## src/rtl/data_memory_if.sv

```systemverilog
// Bus between the load/store stage and the data RAM.
// There is no valid/ready handshake: write_enable qualifies a store on
// the next rising clock edge. read_data always returns the word selected
// by address, with no read strobe.
interface data_memory_if #(
  parameter int DATA_WIDTH = 32
);
  logic                  write_enable;
  logic [31:0]           address;
  logic [DATA_WIDTH-1:0] write_data;
  logic [DATA_WIDTH-1:0] read_data;

  // Load/store stage side
  modport master (
    output write_enable,
    output address,
    output write_data,
    input  read_data
  );

  // RAM side
  modport slave (
    input  write_enable,
    input  address,
    input  write_data,
    output read_data
  );
endinterface

```

## src/rtl/data_memory.sv

```systemverilog
// Word-organized data RAM held in flip-flops so an asynchronous
// active-low reset can clear every word.
// Writes happen on the rising edge. Reads are combinational.
// Only the low ADDR_BITS bits of the address select a word, so higher
// addresses alias onto the same words.
module data_memory #(
  parameter int DATA_WIDTH = 32,
  parameter int ADDR_BITS  = 6
) (
  input  logic          clk,
  input  logic          rst_n,
  data_memory_if.slave  bus
);
  localparam int DEPTH = 2 ** ADDR_BITS;

  logic [DATA_WIDTH-1:0] mem [DEPTH];
  logic [ADDR_BITS-1:0]  index;

  assign index = bus.address[ADDR_BITS-1:0];

  // Clear all words on reset. Otherwise store the selected word when
  // write_enable is high.
  always_ff @(posedge clk or negedge rst_n) begin
    if (!rst_n) begin
      for (int i = 0; i < DEPTH; i++) begin
        mem[i] <= '0;
      end
    end else if (bus.write_enable) begin
      mem[index] <= bus.write_data;
    end
  end

  // Combinational read. There is no bypass, so a same-address write
  // becomes visible only after the edge.
  assign bus.read_data = mem[index];
endmodule

```

## src/flat_wrapper.sv

```systemverilog
// flat-port wrapper written by rule: the top's interface ports become plain ports
module data_memory_flat 
#(
  parameter int DATA_WIDTH = 32,
  parameter int ADDR_BITS  = 6
)
  (clk, rst_n, bus_write_enable, bus_address, bus_write_data, bus_read_data);
  data_memory_if #(.DATA_WIDTH(DATA_WIDTH)) bus_i ();
  input  logic clk;
  input  logic rst_n;
  input wire logic [$bits(bus_i.write_enable)-1:0] bus_write_enable;
  input wire logic [$bits(bus_i.address)-1:0] bus_address;
  input wire logic [$bits(bus_i.write_data)-1:0] bus_write_data;
  output wire logic [$bits(bus_i.read_data)-1:0] bus_read_data;
  assign bus_i.write_enable = bus_write_enable;
  assign bus_i.address = bus_address;
  assign bus_i.write_data = bus_write_data;
  assign bus_read_data = bus_i.read_data;
  data_memory #(.DATA_WIDTH(DATA_WIDTH), .ADDR_BITS(ADDR_BITS)) u_core (.clk(clk), .rst_n(rst_n), .bus(bus_i));
endmodule
```

## config.mk

```make
export PLATFORM = sky130hd
export DESIGN_NAME = data_memory_flat
export DESIGN_NICKNAME = d
export VERILOG_FILES = /design/src/rtl/data_memory_if.sv /design/src/rtl/data_memory.sv /design/src/flat_wrapper.sv
export SDC_FILE = /design/constraint.sdc
export NUM_CORES = 2
export LEC_CHECK = 0
export ABC_CLOCK_PERIOD_IN_PS = 3000
export CAP_MARGIN = 20
export CORE_MARGIN = 4
export CORE_UTILIZATION = 35
export DETAILED_ROUTE_END_ITERATION = 12
export PLACE_DENSITY_LB_ADDON = 0.3
export SLEW_MARGIN = 0
export SYNTH_ARGS = -nofsm -noshare
export SYNTH_HDL_FRONTEND = slang
export SYNTH_SLANG_ARGS = --single-unit
```

## constraint.sdc

```tcl
create_clock -name clk -period 3 [get_ports clk]
set_input_delay 0.6 -clock clk [delete_from_list [all_inputs] [get_ports clk]]
set_output_delay 0.6 -clock clk [all_outputs]
set_load 0.05 [all_outputs]
```

==> key figures <==
Power
  • Total Power: 0.0707 W
  • Maximum VDD drop: around 540 µV
  • Static Leak: between 50 and 60 nW
  • Pwr Density: 619 nW/µm²

Logic synthesis
  • Ys flop type: dfrtp_1
  • Library cells used by synthesis: 52
  • Count leader, synth: mux2_2
  • Register area share after synthesis: 55.6%
  • Synthesis-stage register bit count: around 2,000
  • Synthesized Nets: 6,867
  • Synth Cell Area: slightly above 90,000 µm²
  • Area leader, netlist: dfrtp_1
  • Synth top area share: roughly 56%
  • Post-synth top cells: mux2_2 (2,099), dfrtp_1 (2,048), a22oi_1 (512)
  • Cells after Synth: between 6,000 and 7,000
  • Post-synth ARST share: between 90% and 100%
  • Top cells by area, synth: dfrtp_1 (56%), mux2_2 (26%), a22oi_1 (4.2%), a221oi_1 (2.0%), mux4_2 (1.6%)
  • Mapped Avg Cell Area: 13.5 µm²
  • EDFF count, synth: 0
  • Synth warn: 0

GRT
  • GRT Total Usage: about a quarter
  • First-pass GRT wire length: between 400,000 and 500,000 µm
  • Vias in the first global route: ~66,000
  • GRT Residual Overflow: 0
  • Maximum number of pins on one net before global-route repair: 116
  • Initial antenna violation count: 13

Timing
  • Final hold violations: 0
  • Final Skew: 0 ns
  • Relative slew slack: a little under two fifths
  • Max Freq: roughly 0.26 GHz
  • Unrepaired setup endpoints after global routing: true
  • Fin crit share: 127%
  • Pins Over Slew Limit: 0
  • Worst-Margin Slew: about 0.94 ns
  • PnR worst setup slack: -0.814 ns
  • Final min period: 3.81 ns
  • Final setup fails: 32

Drt
  • Drt wl/cell: 30.4 µm
  • DRT Pass-1 Iters: 5
  • Antenna viol nets, final: 0
  • Drt drc: 0
  • Detailed Route Iter0 Violations: about 6,000
  • Via density: 5.89
  • Via count: around 65,000
  • Routed WL: approximately 330,000 µm

Status
  • Failing checks: negative setup slack
  • Status: finished, violations left

Placement
  • DP Area: around 100,000 µm²
  • PortBufs: slightly above 70
  • Dpl hpwl: 216,000 µm
  • Gpl congestion: about 0.89

Cells and area
  • Final Cell Area: about 110,000 µm²
  • Largest register FFs: between 2,000 and 2,500
  • Reg with most FFs: u_core.mem
  • Nets: around 7,300
  • Area grow syn2layout: 24.0%
  • Largest regs: u_core.mem (2048)
  • Share of layout cells above drive strength 1: 52.8%

Worst setup path
  • R2r worst-path depth: 1
  • Max incr delay on CP: 0.65 ns
  • Crit Reg-Reg Endpoint: u_core.mem[659]
  • Crit path cell chain: buf_16 -> buf_16 -> buf_8 -> nor2b_4 -> buf_12 -> buf_12 -> a22oi_1 -> o22ai_1 -> or4_4 -> or4_4 -> buf_12
  • Worst Path Max Fanout: 25
  • FF-to-FF Start: u_core.mem[659]
  • Bufs and invs on worst path: 6
  • CP Data Required Time: 2.40 ns
  • CP Capture Type: output port
  • CP arrival: approximately 3.2 ns
  • Register-to-register setup slack: 2.19 ns
  • Worst Setup SP: bus_address[0]
  • Cell mode on critical path: buf_12
  • Critical path destination: bus_read_data[20]
  • Crit path kind: input port to output port
  • Slowest cell on crit path: or4_4
  • Family with the most delay on the worst path: simple AND/OR/NAND/NOR gates
  • Worst path depth: 11
  • Crit path launch type: input port

Clock tree
  • H-tree depth: 4
  • Worst skew pair latency: around 0.85 ns
  • Clock slew at reported path FFs: about 0.060 ns
  • CTS root buf: clkbuf_16
  • Clk buf depth: 3
  • TritonCTS clock tree: done
  • Sink Count: 2,048
  • CTS Buf Count: 215

Floorplanning
  • DIE WIDTH: approximately 520 µm
  • DIE HEIGHT: around 520 µm
  • Initial Util: between 30% and 40%
  • Core area: 262,000 µm²
  • Top Ports: around 100
  • Die area: 272,000 µm²
  • Row cnt: 188

Worst hold path
  • Worst min-delay path category: input port to flop

Run
  • Max-cap violations: 0
-- layer usage --
layer / GRT usage (%) / part of all wire [%] / vias up / wire (µm)
li1: - / - / 26400 / -
met1: 32.2 / 43 / 34900 / 142000
met2: 37.1 / 45 / 2460 / 151000
met3: 4.06 / 6.3 / 733 / 21100
met4: 11.9 / 5.8 / 4 / 19200
met5: 0 / 0.0081 / - / 27
-- through the flow --
stage	std cells	hold WS [ns]	utilization, %	setup WS, ns	setup TNS [ns]
after CTS	10900	0.206	43.0	-0.816	-20.91
after floorplan	6800	0.304	-	-0.122	-1.82
after global routing	10900	0.253	43.5	-0.824	-21.94
after detailed placement	10500	0.489	39.4	-1.63	-170.18
final	11000	0.275	43.6	-0.814	-21.10
after global placement	10500	0.481	39.4	-2.19	-151.17
-- layout by cell type, fill, tap and decap left out, drive strengths merged, types with 12 or more instances in the layout --
master / synthesis / routed
a221oi: 213 / 213
nor4: 13 / 13
nand4: 22 / 22
a211oi: 49 / 49
a22oi: 512 / 512
mux4: 66 / 66
and3: 14 / 14
or3: 15 / 15
a22o: 32 / 32
mux2i: 91 / 91
nand2: 115 / 115
nand2b: 16 / 16
nor2: 85 / 85
or4: 20 / 20
buf: 440 / 976
o211ai: 23 / 23
mux2: 2099 / 2099
a21o: 12 / 12
dfrtp: 2048 / 2048
nor2b: 19 / 19
o21ai: 130 / 130
o32ai: 12 / 12
nor3: 14 / 14
a21oi: 223 / 223
o22ai: 127 / 127
clkinv: 0 / 38
clkbuf: 310 / 344
-- timing repair --
item | CTS | global route
gates resized for setup | 365 | 224
hold endpoints to repair | 43 | 0
hold buffers | 1 | 0
pin swaps | 109 | 128
cloned | 9 | 9
setup buffers | 63 | 37
setup endpoints to repair | 32 | 32
-- how the worst min path moves through the flow --
stage,start,to,slack [ns],cells after the start
after global routing,bus_write_data[6],u_core.mem[1606],0.25,2
after global placement,u_core.mem[162],u_core.mem[162],0.48,1
after CTS,bus_write_data[6],u_core.mem[1766],0.21,2
after detailed placement,u_core.mem[1470],u_core.mem[1470],0.49,1
final,bus_write_data[6],u_core.mem[454],0.28,2
after floorplan,rst_n,u_core.mem[0],0.30,0
-- logic make-up (layout without fill, tap and decap cells) --
| family | Yosys count | count (layout) | share of synthesized area [%] |
|---|---|---|---|
| other | 0 | 9 | 0 |
| buffers and inverters | 751 | 1382 | 3.57 |
| muxes | 2256 | 2256 | 28.3 |
| and+or+nand+nor | 362 | 362 | 1.95 |
| DFF | 2048 | 2048 | 55.6 |
| AOI/OAI and AO/OA | 1383 | 1383 | 10.6 |
-- layout make-up --
class                      count  area, µm²
antenna                        9       22.5
fill                       23500     148000
multi-input combinational   4001      40000
timing repair buffer         991      11300
sequential                  2048      51200
tap                         3515       4400
clock inverter                54        662
clock buffer                 336       6560
inverter                       1       3.75
-- where the power goes --
group          switching, W  total, W  internal [W]
combinational       0.00487    0.0100       0.00514
sequential          0.00203    0.0333        0.0313
clock                0.0115    0.0273        0.0158
total                0.0184    0.0707        0.0523
Note: power is estimated with default switching activity, not from simulation.
